--- config.mk ---
export PLATFORM = sky130hd
export DESIGN_NAME = multicycle_ctrl
export DESIGN_NICKNAME = d
export VERILOG_FILES = /design/src/rtl/multicycle_ctrl.sv
export SDC_FILE = /design/constraint.sdc
export NUM_CORES = 1
export LEC_CHECK = 0
export CORE_MARGIN = 2
export CORE_UTILIZATION = 43
export DETAILED_ROUTE_END_ITERATION = 10
export PLACE_DENSITY = 0.86
export SLEW_MARGIN = 10
export SYNTH_ARGS = -nofsm -noshare
export SYNTH_HDL_FRONTEND = slang
export SYNTH_SLANG_ARGS = --single-unit
--- constraint.sdc ---
create_clock -name clk -period 3.43 [get_ports clk]
set_input_delay 0.5145 -clock clk [delete_from_list [all_inputs] [get_ports clk]]
set_output_delay 0.5145 -clock clk [all_outputs]
set_load 0.02 [all_outputs]
--- src/rtl/multicycle_ctrl.sv ---
// multicycle_ctrl: multi-cycle MIPS control FSM.
//
// Sequences IF -> ID -> EXE -> MEM -> WB -> INT (PC update) with an EXC
// state for reserved instructions and memory bus errors.
//
// Ports
//   clk, rst           rising-edge clock, synchronous active-high reset
//   op, funct, rs      IR fields used for decode
//   zero               ALU zero flag (beq)
//   irq, im            level interrupt requests and CP0 mask
//   ie, exl            CP0 status bits
//   mem_rdy            memory completes the current request this cycle
//   mem_req/we/byte    memory strobe, write enable, byte access
//   ir_wr, pc_wr, reg_wr, alu_src, cp0_wr, exl_set, exl_clr   datapath strobes
//   npc_sel, reg_dst, mem_to_reg, ext_op, alu_ctr             datapath mux selects
//   exc_code, irq_id   exception cause and serviced interrupt line
//   state              current FSM state (debug)
//
// Memory handshake: a request is outstanding for every cycle mem_req is 1
// and completes on the cycle mem_rdy is 1 (no separate accept phase). If
// mem_rdy has not arrived by the TIMEOUT-th cycle of a request, the access
// is abandoned and a bus-error exception is raised; mem_rdy in that last
// cycle still completes the access.
module multicycle_ctrl #(
    parameter int N_IRQ   = 6,
    parameter int TIMEOUT = 16,
    localparam int IDW    = (N_IRQ > 1) ? $clog2(N_IRQ) : 1
) (
    input  logic             clk,
    input  logic             rst,
    input  logic [5:0]       op,
    input  logic [5:0]       funct,
    input  logic [4:0]       rs,
    input  logic             zero,
    input  logic [N_IRQ-1:0] irq,
    input  logic [N_IRQ-1:0] im,
    input  logic             ie,
    input  logic             exl,
    input  logic             mem_rdy,
    output logic             mem_req,
    output logic             mem_we,
    output logic             mem_byte,
    output logic             ir_wr,
    output logic             pc_wr,
    output logic             reg_wr,
    output logic             alu_src,
    output logic             cp0_wr,
    output logic             exl_set,
    output logic             exl_clr,
    output logic [2:0]       npc_sel,
    output logic [1:0]       reg_dst,
    output logic [1:0]       mem_to_reg,
    output logic [1:0]       ext_op,
    output logic [1:0]       alu_ctr,
    output logic [4:0]       exc_code,
    output logic [IDW-1:0]   irq_id,
    output logic [2:0]       state
);

    localparam int CW = $clog2(TIMEOUT + 1);
    localparam logic [CW-1:0] CNT_LAST = CW'(TIMEOUT - 1);

    typedef enum logic [2:0] {
        S_IF  = 3'd0,
        S_ID  = 3'd1,
        S_EXE = 3'd2,
        S_MEM = 3'd3,
        S_WB  = 3'd4,
        S_INT = 3'd5,
        S_EXC = 3'd6
    } state_e;

    state_e          state_q, state_d;
    logic [CW-1:0]   cnt_q, cnt_d;
    logic [4:0]      exc_q, exc_d;

    // Instruction decode
    logic is_r, is_cop0;
    logic is_addu, is_subu, is_slt, is_jr, is_jalr;
    logic is_addi, is_addiu, is_ori, is_lui, is_lw, is_sw, is_lb, is_sb;
    logic is_beq, is_j, is_jal, is_eret, is_mfc0, is_mtc0;
    logic is_load, is_store, is_valid;

    assign is_r     = (op == 6'h00);
    assign is_cop0  = (op == 6'h10);
    assign is_addu  = is_r && (funct == 6'h21);
    assign is_subu  = is_r && (funct == 6'h23);
    assign is_slt   = is_r && (funct == 6'h2a);
    assign is_jr    = is_r && (funct == 6'h08);
    assign is_jalr  = is_r && (funct == 6'h09);
    assign is_addi  = (op == 6'h08);
    assign is_addiu = (op == 6'h09);
    assign is_ori   = (op == 6'h0d);
    assign is_lui   = (op == 6'h0f);
    assign is_lw    = (op == 6'h23);
    assign is_sw    = (op == 6'h2b);
    assign is_lb    = (op == 6'h20);
    assign is_sb    = (op == 6'h28);
    assign is_beq   = (op == 6'h04);
    assign is_j     = (op == 6'h02);
    assign is_jal   = (op == 6'h03);
    assign is_mfc0  = is_cop0 && (rs == 5'h00);
    assign is_mtc0  = is_cop0 && (rs == 5'h04);
    assign is_eret  = is_cop0 && (rs == 5'h10) && (funct == 6'h18);
    assign is_load  = is_lw || is_lb;
    assign is_store = is_sw || is_sb;
    assign is_valid = is_addu || is_subu || is_slt || is_jr || is_jalr ||
                      is_addi || is_addiu || is_ori || is_lui ||
                      is_load || is_store || is_beq || is_j || is_jal ||
                      is_eret || is_mfc0 || is_mtc0;

    // Interrupt priority: lowest pending index wins
    logic [N_IRQ-1:0] pending;
    logic [IDW-1:0]   low_id;
    logic             irq_take;

    assign pending  = irq & im;
    assign irq_take = ie && !exl && (pending != '0) && !is_eret;

    always_comb begin
        low_id = '0;
        for (int i = N_IRQ - 1; i >= 0; i--) begin
            if (pending[i]) low_id = IDW'(i);
        end
    end

    always_ff @(posedge clk) begin
        if (rst) begin
            state_q <= S_IF;
            cnt_q   <= '0;
            exc_q   <= '0;
        end else begin
            state_q <= state_d;
            cnt_q   <= cnt_d;
            exc_q   <= exc_d;
        end
    end

    always_comb begin
        state_d    = state_q;
        cnt_d      = '0;      // the counter only survives while waiting in IF/MEM
        exc_d      = exc_q;
        mem_req    = 1'b0;
        mem_we     = 1'b0;
        mem_byte   = 1'b0;
        ir_wr      = 1'b0;
        pc_wr      = 1'b0;
        reg_wr     = 1'b0;
        alu_src    = 1'b0;
        cp0_wr     = 1'b0;
        exl_set    = 1'b0;
        exl_clr    = 1'b0;
        npc_sel    = 3'b000;
        reg_dst    = 2'b00;
        mem_to_reg = 2'b00;
        ext_op     = 2'b00;
        alu_ctr    = 2'b00;
        exc_code   = 5'd0;
        irq_id     = '0;

        case (state_q)
            S_IF: begin
                mem_req = 1'b1;
                if (mem_rdy) begin
                    ir_wr   = 1'b1;
                    state_d = S_ID;
                end else if (cnt_q == CNT_LAST) begin
                    state_d = S_EXC;
                    exc_d   = 5'd6;
                end else begin
                    cnt_d = cnt_q + CW'(1);
                end
            end
            S_ID: begin
                if (!is_valid) begin
                    state_d = S_EXC;
                    exc_d   = 5'd10;
                end else if (is_jal || is_jalr) begin
                    reg_wr     = 1'b1;
                    mem_to_reg = 2'b10;
                    reg_dst    = is_jal ? 2'b10 : 2'b01;
                    state_d    = S_INT;
                end else if (is_j || is_jr || is_eret) begin
                    state_d = S_INT;
                end else begin
                    state_d = S_EXE;
                end
            end
            S_EXE: begin
                if (is_subu || is_beq) alu_ctr = 2'b01;
                else if (is_slt)       alu_ctr = 2'b11;
                else if (is_ori)       alu_ctr = 2'b10;
                // lui: extender places imm in the upper half, added to rs ($0)
                if (is_addi || is_addiu || is_load || is_store) begin
                    alu_src = 1'b1;
                    ext_op  = 2'b01;
                end else if (is_ori) begin
                    alu_src = 1'b1;
                end else if (is_lui) begin
                    alu_src = 1'b1;
                    ext_op  = 2'b10;
                end
                if (is_load || is_store) begin
                    state_d = S_MEM;
                end else if (is_beq) begin
                    state_d = S_INT;
                end else if (is_mtc0) begin
                    cp0_wr  = 1'b1;
                    state_d = S_INT;
                end else begin
                    state_d = S_WB;
                end
            end
            S_MEM: begin
                mem_req  = 1'b1;
                mem_we   = is_store;
                mem_byte = is_lb || is_sb;
                if (mem_rdy) begin
                    state_d = is_load ? S_WB : S_INT;
                end else if (cnt_q == CNT_LAST) begin
                    state_d = S_EXC;
                    exc_d   = 5'd7;
                end else begin
                    cnt_d = cnt_q + CW'(1);
                end
            end
            S_WB: begin
                reg_wr     = 1'b1;
                mem_to_reg = is_load ? 2'b01 : (is_mfc0 ? 2'b11 : 2'b00);
                reg_dst    = is_r ? 2'b01 : 2'b00;
                state_d    = S_INT;
            end
            S_INT: begin
                pc_wr   = 1'b1;
                state_d = S_IF;
                if (irq_take) begin
                    npc_sel = 3'b101;
                    exl_set = 1'b1;
                    irq_id  = low_id;
                end else if (is_beq) begin
                    npc_sel = zero ? 3'b001 : 3'b000;
                end else if (is_j || is_jal) begin
                    npc_sel = 3'b010;
                end else if (is_jr || is_jalr) begin
                    npc_sel = 3'b011;
                end else if (is_eret) begin
                    npc_sel = 3'b100;
                    exl_clr = 1'b1;
                end
            end
            S_EXC: begin
                pc_wr    = 1'b1;
                npc_sel  = 3'b101;
                exl_set  = 1'b1;
                exc_code = exc_q;
                state_d  = S_IF;
            end
            default: state_d = S_IF;
        endcase
    end

    assign state = state_q;

endmodule

==> reports/summary.txt, run 1 <==
Slew @ Worst Pin - 0.527 ns
Post-CTS setup buffer count - 0
Detail Route Antenna Nets - 0
Mean routed wirelength per cell - 13.5 µm
Slew HR - 64.8%
Register share of total power - 33.5%
Starting Density - 44.1%
Drt first pass iters - 4
Setup TNS Final - 0 ns
Nets - 304
Final hold vios - 0
Die Height - 59.3 µm
Largest net degree at the start of global routing - 18
Num ports - 67
Hold WS - 0.460 ns
Post-Synth Simple-Gate Area - 44.2%
Syn_area_per_cell - 7.18 µm²
Ratio of cells with drive above 1 in the final layout - 12.4%
Adder-cell share of the synthesized area - 2.67%
Synth top area share - 18.3%
Asr flop ratio synth - 0%
Cell Area, Placed - 0.00211 mm²
Int Pwr - 0.000337 W
GRT Overall Usage - 23.6%
Clk sinks - 12
Fmax - 309 MHz
P&R area growth vs syn - 64.6%
Sw power - 0.000191 W
IO buf count - 65
Worst hold path class - reg2reg
Drt total wl - 4.05 mm
Dpl cells - 295
FF-to-FF setup slack - 1.34 ns
Mux cell area share after synthesis - 0.762%
DRT iter0 DRCs - 66
CTS root buffer - clkbuf_4
Final setup fails - 0
Synth top area cells - dfxtp_1, nand2_1, a21oi_1
Data arrival time of the worst path - 2.72 ns
Most common cell after layout, fill and taps aside - clkdlybuf4s50_1
Total clock buffers created by CTS - 3
H-tree depth - 1
Post-Layout Inst Area - 0.00216 mm²
Post-Synth XOR/XNOR Area - 3.33%
CP endpoint kind - primary output
Seq/Total Area, Yosys - 18.3%
Non-Filler Instances - 299
Drt via density - 5.66
First-pass GRT wire length - 6.50 mm
Post-route clock period utilization - 94.2%
RSZ-0062 raised after global routing - no
Vias in the first global route - 1525
Clk buf depth - 2
Worst skew pair latency - 0.29 ns
Most frequent cells in the layout - clkdlybuf4s50_1, buf_4, nand2_1, nor2_1
Max-cap viol count - 0
Synth unique cells - 57
Initial antenna violation count - 0
Warnings from Yosys - 0
Max Transition Viols Final - 0
VDD IR max - 0.109 mV
Complex-gate fraction of the synthesized area - 24.4%
Post-layout total power - 0.000528 W
Outcome - completed
Main combinational cell family by area after synthesis - simple AND/OR/NAND/NOR gates
Core ar. - 0.00298 mm²
Total global routing overflow - 0
Crit path launch type - input port
# rows - 20
Critical Path RT - 2.92 ns
Sw Ratio - 36.2%
Logic pwr share - 44.4%
Critical path fanouts, max - 3
HPWL after detailed placement - 3.34 mm
Leakage - 0.964 nW
Clock network power share - 22.2%
Net Count, Synth - 220
Leading area contributor after synthesis - dfxtp_1
Post-Syn Instances - 183
Critical Setup Path Class - in2out
Number of fill cells - 252
Die width - 59.3 µm
Antenna cells - 0
Mapped Area - 0.00131 mm²
DRC violations left - 0
CTS tree - yes
RD Place Congestion - 0.888
Die area - 0.00351 mm²
Fin crit period - 3.23 ns
Commonest register cell after synthesis - dfxtp_1
PwrDens - 244 mW/mm²
Vias - 1691
Synth Register Bits - 12
Cts hold-fix bufs - 0
Post-synth EDFFs - 0
Fin Clk Skew - 0.00425 ns
Clk slew on worst S/H paths - 0.07 ns
-- through the flow --
step / setup WS, ns / util [%]
4_1_cts: 0.0805 / 71.9
2_1_floorplan: 0.654 / -
3_3_place_gp: -0.0496 / 70.8
5_1_grt: 0.0825 / 72.6
6_report: 0.198 / 72.6
3_5_place_dp: -0.0771 / 70.8
-- layer usage --
layer	vias up	wire (µm)	track usage, %
met3	7	280	3.49
li1	848	-	-
met1	767	1710	29.7
met2	69	2000	40.7
met5	-	0	0
met4	0	68	8.12
-- state kept, by name, indices dropped and copies added, names as in the netlist --
name / flops
exc_q: 4
state: 3
cnt_q: 5
-- power by group through the flow --
stage / logic [W] / clock network [W] / registers, W
floorplan: 0.000129 / 0 / 0.000172
global placement: 0.000229 / 0 / 0.000178
detailed placement: 0.000233 / 0 / 0.000179
CTS: 0.000233 / 0.000121 / 0.000176
global route: 0.000255 / 0.000126 / 0.000179
finish: 0.000234 / 0.000117 / 0.000177
-- worst max-delay path: stages --
cell and delay [ns]:
clkdlybuf4s50_1 0.41, or4b_2 0.67, nor3_1 0.15, buf_4 0.15, nand2_1 0.10, nor2_1 0.11, clkdlybuf4s50_1 0.60
-- Yosys cell counts, drive strengths merged, types with 3 or more instances --
| library cell | n |
|---|---|
| nand3b | 5 |
| nor3b | 5 |
| or3 | 3 |
| o311ai | 3 |
| a21oi | 12 |
| nand2b | 4 |
| o21ai | 9 |
| nand2 | 17 |
| and2 | 5 |
| nor2b | 4 |
| a22o | 3 |
| dfxtp | 12 |
| nor2 | 16 |
| nor3 | 11 |
| a31oi | 3 |
| xor2 | 4 |
| a211oi | 3 |
| and3 | 6 |
| inv | 7 |
| nand3 | 6 |
| buf | 5 |
-- path summary, 6_finish.rpt --
path	start	end	depth (start not counted)
worst min-delay path	cnt_q[0]	cnt_q[0]	1
worst min register to register	cnt_q[0]	cnt_q[0]	1
worst max register to register	cnt_q[0]	exc_q[3]	8
worst max-delay path	rs[1]	exl_clr	7
-- cell families (layout without fill, tap and decap cells) --
family                   Yosys count  in the layout
other                              1              1
buffers and inverters             14             97
AND/OR/NAND/NOR                  100            100
adder cells (fa/ha/maj)            3              3
XOR/XNOR                           5              5
flip-flops                        12             12
multiplexers                       1              1
AO/OA/AOI/OAI                     47             47
-- layout make-up --
type / count / area, µm² / area share (%)
multi-input cells: 157 / 993 / 45.9
clock buffers: 4 / 36.3 / 1.68
repair buffers: 86 / 825 / 38.1
well taps: 33 / 41.3 / 1.91
inverters: 7 / 26.3 / 1.22
flip-flops and latches: 12 / 240 / 11.1
-- timing repair --
action | CTS | global route
setup endpoints to repair | 3 | 8
resized for setup | 3 | 8
pin swaps | 0 | 0
No activity file was read; power rests on OpenSTA's default activity.
==> inputs of run 2 (changes only) <==
--- a/config.mk
+++ b/config.mk
@@ -9,6 +9,7 @@
 export CORE_UTILIZATION = 43
 export DETAILED_ROUTE_END_ITERATION = 10
 export PLACE_DENSITY = 0.86
+export RECOVER_POWER = 50
 export SLEW_MARGIN = 10
 export SYNTH_ARGS = -nofsm -noshare
 export SYNTH_HDL_FRONTEND = slang
==> run 2 against run 1 <==
Sequential share of layout area increased by 0.065 points. First-iteration DRC count grew 7.6%. Sequential power about the same. Largest cell class unchanged. Register-to-register slack barely moved. Non-clock buffer count is the same. Utilization is 0.42 points lower. Setup slack worse by 0.024 ns. Cell count unchanged. Critical path type unchanged. Combinational power decreased by 2%. Clock skew about the same. Cell area is 0.58% lower.
==> reports/summary.txt, run 2 (synthesis gave the netlist of run 1 again) <==
Outcome - completed
FF-to-FF setup slack - 1.34 ns
Fmax - 307 MHz
Critical path fanouts, max - 3
Clk sinks - 12
Int Pwr - 0.000332 W
Top Usage Layer GRT - met2
Post-route clock period utilization - 94.9%
Worst skew pair latency - 0.29 ns
Drt via density - 5.65
P&R area growth vs syn - 63.6%
Post-CTS setup buffer count - 0
Total clock buffers created by CTS - 3
CP endpoint kind - primary output
Slew @ Worst Pin - 0.522 ns
Initial antenna violation count - 0
Die area - 0.00351 mm²
Critical Setup Path Class - in2out
Mean routed wirelength per cell - 13.6 µm
Fin crit period - 3.26 ns
Hold Path Depth - 1
Antenna cells - 0
Grt met3 use - 3.49%
RSZ-0062 raised after global routing - no
HP Start - cnt_q[0]
GRT Overall Usage - 23.6%
Max Transition Viols Final - 0
Clock network power share - 22.4%
Worst hold path class - reg2reg
DRC violations left - 0
Drt total wl - 4.05 mm
Setup TNS Final - 0 ns
Worst Reg-to-Reg Cells - 8
IO buf count - 65
Worst r2r dst - exc_q[3]
Sw Ratio - 36.5%
CTS root buffer - clkbuf_4
Fin Clk Skew - 0.00394 ns
Starting Density - 44.1%
Met1 usage - 29.7%
Critical Path RT - 2.92 ns
Post-layout total power - 0.000523 W
Vias - 1688
Sw power - 0.000191 W
Largest net degree at the start of global routing - 18
Final hold vios - 0
Slew HR - 65.1%
Ratio of cells with drive above 1 in the final layout - 11.3%
Cts hold-fix bufs - 0
Final setup fails - 0
Leakage - 0.979 nW
Clk slew on worst S/H paths - 0.08 ns
Final design utilization - 72.2%
Met2 usage - 40.7%
Max-cap viol count - 0
Most frequent cells in the layout - clkdlybuf4s50_1, buf_4, nand2_1, nor2_1
Most common cell after layout, fill and taps aside - clkdlybuf4s50_1
Num ports - 67
Largest register FFs - 5
Data arrival time of the worst path - 2.74 ns
H-tree depth - 1
CTS tree - yes
Register share of total power - 33.7%
Vias in the first global route - 1525
FF-to-FF Start - cnt_q[0]
Hold WS - 0.461 ns
Top reg by flops - cnt_q
Post-route setup slack - 0.174 ns
First-pass GRT wire length - 6.50 mm
Detail Route Antenna Nets - 0
Die width - 59.3 µm
Die Height - 59.3 µm
Clk buf depth - 2
Crit path launch type - input port
Drt first pass iters - 4
Logic pwr share - 43.8%
HPWL after detailed placement - 3.34 mm
Nets - 304
Total global routing overflow - 0
Dpl ws - -0.0771 ns
Worst Hold Path EP - cnt_q[0]
# rows - 20
Core ar. - 0.00298 mm²
DRT iter0 DRCs - 71
RD Place Congestion - 0.888
VDD IR max - 0.108 mV
PwrDens - 243 mW/mm²
## run 2: cell count changes in the layout (fill, tap and decap cells not counted), sizes merged
cell and change:
clkdlybuf4s50 -9, dlygate4sd3 +9, buf -1, clkbuf +1
## run 2: worst max-delay path by stage
stage,start,endpoint,depth (start not counted)
2_1_floorplan,op[0],mem_to_reg[0],5
3_3_place_gp,op[1],mem_to_reg[0],6
3_5_place_dp,op[1],mem_to_reg[0],6
4_1_cts,rs[1],npc_sel[2],8
5_1_grt,op[1],mem_to_reg[0],6
6_report,op[1],mem_to_reg[0],6
## run 2: per-stage QoR
step,std cells,area [µm²]
6_report,299,2150
5_1_grt,299,2150
4_1_cts,299,2140
3_5_place_dp,295,2110
3_3_place_gp,295,2110
2_1_floorplan,183,1310
## run 2: power by group through the flow
stage	Combinational [W]	Clock (W)	Sequential (W)
2_1_floorplan	0.000129	0	0.000172
3_3_place_gp	0.000229	0	0.000178
3_5_place_dp	0.000233	0	0.000179
4_1_cts	0.000233	0.000121	0.000176
5_1_grt	0.000250	0.000126	0.000179
6_report	0.000229	0.000117	0.000176
## run 2: cell type report
class	instances	area [µm²]
clock buffer	4	36.3
fill	257	828
inverter	7	26.3
multi-input combinational	157	985
sequential	12	240
tap	33	41.3
timing repair buffer	86	821
## run 2: what timing repair did
| item | CTS | global route |
|---|---|---|
| setup endpoints to repair | 3 | 8 |
| resized for setup | 3 | 8 |
| endpoints found under the hold margin | 0 | 0 |
## run 2: critical path, stage by stage
cell and delay (ns):
clkdlybuf4s50_1 0.43, or4_1 0.57, or3_1 0.39, or3_1 0.34, a21oi_1 0.14, dlygate4sd2_1 0.34
## run 2: metal layers
| layer | part of all wire (%) | up-vias |
|---|---|---|
| li1 | - | 851 |
| met1 | 43 | 776 |
| met2 | 49 | 54 |
| met3 | 5.5 | 7 |
| met4 | 1.7 | 0 |
| met5 | 0 | - |
==> inputs of run 3 (changes only) <==
--- a/config.mk
+++ b/config.mk
@@ -10,6 +10,7 @@
 export DETAILED_ROUTE_END_ITERATION = 10
 export PLACE_DENSITY = 0.86
 export RECOVER_POWER = 50
+export REMOVE_ABC_BUFFERS = 1
 export SLEW_MARGIN = 10
 export SYNTH_ARGS = -nofsm -noshare
 export SYNTH_HDL_FRONTEND = slang
==> constraint.sdc (replaced) <==
create_clock -name clk -period 3.43 [get_ports clk]
set_input_delay 0.5145 -clock clk [delete_from_list [all_inputs] [get_ports clk]]
set_output_delay 0.5145 -clock clk [all_outputs]
set_load 0.005 [all_outputs]
==> run 3 against run 2 <==
Global-route usage down 0.12 points. Largest power group unchanged. Clock skew down 0.00073 ns. Die area unchanged.
==> reports/summary.txt, run 3 (synthesis gave the netlist of run 1 again) <==
Vias in the first global route - 1509
Critical Path RT - 2.92 ns
Ratio of cells with drive above 1 in the final layout - 12.3%
Final hold vios - 0
Drt total wl - 3.92 mm
Die area - 0.00351 mm²
Drt via density - 5.60
Drt first pass iters - 4
Die Height - 59.3 µm
Antenna cells - 0
Hold WS - 0.457 ns
Initial antenna violation count - 0
Total global routing overflow - 0
HPWL after detailed placement - 3.23 mm
Largest net degree at the start of global routing - 18
DRC violations left - 0
Clk sinks - 12
# rows - 20
Max Transition Viols Final - 0
P&R area growth vs syn - 62.1%
Core ar. - 0.00298 mm²
Critical Setup Path Class - in2out
Most common cell after layout, fill and taps aside - clkdlybuf4s50_1
RD Place Congestion - 0.927
Detail Route Antenna Nets - 0
Cts hold-fix bufs - 0
Starting Density - 44.1%
CTS root buffer - clkbuf_4
DRT iter0 DRCs - 64
Worst skew pair latency - 0.27 ns
Top reg by flops - cnt_q
Worst hold path class - reg2reg
Crit path launch type - input port
Clk buf depth - 2
Post-route setup slack - 0.0347 ns
Data arrival time of the worst path - 2.88 ns
Outcome - completed
PwrDens - 233 mW/mm²
Fmax - 295 MHz
GRT Overall Usage - 23.5%
# resized after CTS - 0
CP endpoint kind - primary output
Num ports - 67
Most frequent cells in the layout - clkdlybuf4s50_1, nand2_1, nor2_1, buf_4
Critical path fanouts, max - 3
First-pass GRT wire length - 6.51 mm
VDD IR max - 0.165 mV
RSZ-0062 raised after global routing - yes
Die width - 59.3 µm
Setup TNS Final - 0 ns
H-tree depth - 1
Fin crit period - 3.40 ns
Nets - 299
Mean routed wirelength per cell - 13.3 µm
CTS tree - yes
Vias - 1645
Max-cap viol count - 0
IO buf count - 65
Largest register FFs - 5
Post-route clock period utilization - 99.0%
Final setup fails - 0
Clk slew on worst S/H paths - 0.08 ns
Dpl ws - 0.0445 ns
Final design utilization - 71.5%
Total clock buffers created by CTS - 3
Post-CTS setup buffer count - 0
Leakage - 0.809 nW
Fin Clk Skew - 0.00321 ns
run 3: routing by layer:
layer / global-route usage [%] / vias up / routed length, µm
met5: 0 / - / 0
li1: - / 845 / -
met2: 41.6 / 59 / 1980
met4: 3.25 / 0 / 13
met1: 29.7 / 739 / 1760
met3: 4.80 / 2 / 171
run 3: critical path: stages:
cell and delay, ns:
clkdlybuf4s50_1 0.41, or4_4 0.56, or3_4 0.39, o22ai_2 0.18, or4_4 0.15, a41o_1 0.18, clkdlybuf4s50_1 0.50
run 3: worst paths after layout:
kind	from	to	slack, ns	depth (start not counted)
hold / removal	cnt_q[0]	cnt_q[0]	0.46	1
setup reg to reg	cnt_q[0]	exc_q[3]	1.32	8
hold reg to reg	cnt_q[0]	cnt_q[0]	0.46	1
setup / recovery	op[1]	reg_dst[0]	0.03	7
run 3: final cells by class:
class,instances,area (µm²)
sequential,12,240
multi-input combinational,157,1010
tap,33,41.3
fill,252,848
clock buffer,4,36.3
inverter,7,26.3
timing repair buffer,81,773
run 3: power by group:
| part | switching (W) | internal [W] | leakage (nW) |
|---|---|---|---|
| Clock | 0.0000472 | 0.0000645 | 0.0210 |
| Combinational | 0.0000928 | 0.000117 | 0.691 |
| Sequential | 0.0000227 | 0.000152 | 0.0977 |
run 3: per-stage QoR:
stage | std cells | cell area, µm² | power (W)
global placement | 290 | 2070 | 0.000383
floorplan | 176 | 1260 | 0.000266
CTS | 294 | 2110 | 0.000500
finish | 294 | 2130 | 0.000496
detailed placement | 290 | 2070 | 0.000387
global route | 294 | 2130 | 0.000533
==> RTL edit, RTL diff (settings of run 3) <==
The parameter `TIMEOUT` goes from 16 to 32.
--- a/src/rtl/multicycle_ctrl.sv
+++ b/src/rtl/multicycle_ctrl.sv
@@ -23,7 +23,7 @@
 // cycle still completes the access.
 module multicycle_ctrl #(
     parameter int N_IRQ   = 6,
-    parameter int TIMEOUT = 16,
+    parameter int TIMEOUT = 32,
     localparam int IDW    = (N_IRQ > 1) ? $clog2(N_IRQ) : 1
 ) (
     input  logic             clk,
Function: same outputs for any inputs over 10 cycles, from zero or initial values and one cycle with rst high; that may be too few to reach the edited logic, so the function may still have changed.
==> RTL edit against run 3 <==
Worst setup slack improved by 84 ps. Clock power shrank 14%. Design area fell by 4.7%. Synthesized area is 5.8% lower. Routed wire length rose by 5.5%. Power rose by 27%. Sequential cell count increased by 1. Sequential power up 15%. Highest routed layer unchanged.
==> RTL edit: results (changes against run 3) <==
[grt]
use_met1_pct = 33.3  ; +3.6 points
met3_usage_pct = 5.80  ; +1.0 points
track_usage_pct = 25.6  ; +2.1 points
grt_max_degree = 17  ; -1
grt_pass1_vias = 1547  ; +2.5%
grt_util_met2_pct = 42.0  ; +0.44 points
grt_pass1_wl_mm = 6.81  ; +4.7%

[place]
post-place-ws_ps = 65.8  ; +21.3 ps
gp_congestion = 0.853  ; -8.0%
place_inst = 282  ; -2.8%
post-dp-hpwl_mm = 3.31  ; +2.6%
io_buffer_count = 65  ; unchanged
placed_area_mm2 = 0.00200  ; -3.3%

[finish]
top_register = cnt_q
fin_cells = 286  ; -2.7%
n_antenna_cell = 0  ; unchanged
drive_gt1_share_pct = 10.2  ; -2.1 points
largest_reg_flops = 6  ; +1
fillers = 219  ; -13%

[setup_path]
cp_slowest_stage_delay_ps = 540  ; -20 ps
crit_arrival_ps = 2800  ; -80 ps
cp_max_fo = 7  ; +4
crit_family = buffers and inverters
crit_slowest_cell = clkdlybuf4s50_1

[drt]
met3WireLength_um = 470  ; +170%
first_iter_violations = 95  ; +48%
wl_met2_mm = 1.95  ; -1.5%
dr_total_vias = 1683  ; +2.3%
met1_length_mm = 1.65  ; -6.5%
wl_per_cell_um = 14.5  ; +8.4%

[logic_synthesis]
ys_warn_count = 0  ; unchanged
ys_top_cells_by_count = nor2_1, nand2_1, a21oi_1, dfxtp_1, inv_1
yosysSeqAreaShare_pct = 21.0  ; +2.7 points
netlist_instances = 177  ; -3.3%
yosys-top-cells-area = dfxtp_1, nor2_1, a21oi_1, nand2_1, and3_1
ys_types = 50  ; -12%

[clock_network]
htreeDepth = 1  ; unchanged
clk_latency_ps = 280
clock_path_buffers = 2  ; unchanged
cts_buffers = 3  ; unchanged
cts_root_buf = clkbuf_4

[sta]
slew_viol_final = 0  ; unchanged
clock-skew-final_ps = 5.42  ; +2.21 ps

[power_and_ir_drop]
p_per_area_mw_per_mm2 = 310  ; +33%
peakVddDrop_mv = 0.371  ; +120%
clk-power_uw = 95.9  ; -14%
power.leakage_nw = 0.778  ; -3.9%
switchingPower_uw = 248  ; +52%
combinationalPowerShare_pct = 52.9  ; +11 points

[outcome]
status = completed

[min_path]
hold_path.class = reg2reg

RTL edit: changes by cell type after synthesis, moves of 3 or more:
cell | before | now
and3_1 | 5 | 8
nor3_1 | 11 | 7
nand4_1 | 2 | 6
nor2_1 | 16 | 22
o31ai_1 | 0 | 3
o311ai_0 | 3 | 0
a22o_1 | 3 | 0
a22oi_1 | 0 | 5
nor4_1 | 1 | 5
RTL edit: cells by family (layout without fill, tap and decap cells):
family          count (synthesis)  count (layout)  share of synthesized area (%)
compound gates                 42              42                           22.4
xor+xnor                        6               6                           4.25
fa+ha+maj                       1               1                           1.01
buf+inv                        15              93                           5.56
flops                          13              13                           21.0
mux                             1               1                          0.809
other cells                     1               1                          0.303
simple gates                   98              98                           44.6
RTL edit: cell type report:
| class | count | area, um^2 | share of cell area (%) |
|---|---|---|---|
| inverter | 9 | 33.8 | 1.66 |
| clock buffer | 4 | 26.3 | 1.29 |
| sequential | 13 | 260 | 12.8 |
| multi-input combinational | 149 | 912 | 44.9 |
| tap | 31 | 38.8 | 1.91 |
| timing repair buffer | 80 | 758 | 37.4 |
RTL edit: what timing repair did:
item / 4_1_cts / 5_1_grt
gates resized for setup: 0 / 4
setup endpoints to repair: 0 / 3
endpoints found under the hold margin: 0 / 0
RTL edit: final timing paths:
path / startpoint / end / slack, ps / cells after the start
worst max-delay path: op[4] / alu_ctr[1] / 120 / 8
worst min-delay path: cnt_q[0]$_SDFF_PP0_ / cnt_q[0]$_SDFF_PP0_ / 450 / 1
worst max register to register: state[0]$_SDFF_PP0_ / exc_q[3]$_SDFFE_PP0P_ / 1160 / 6
worst min register to register: cnt_q[0]$_SDFF_PP0_ / cnt_q[0]$_SDFF_PP0_ / 450 / 1
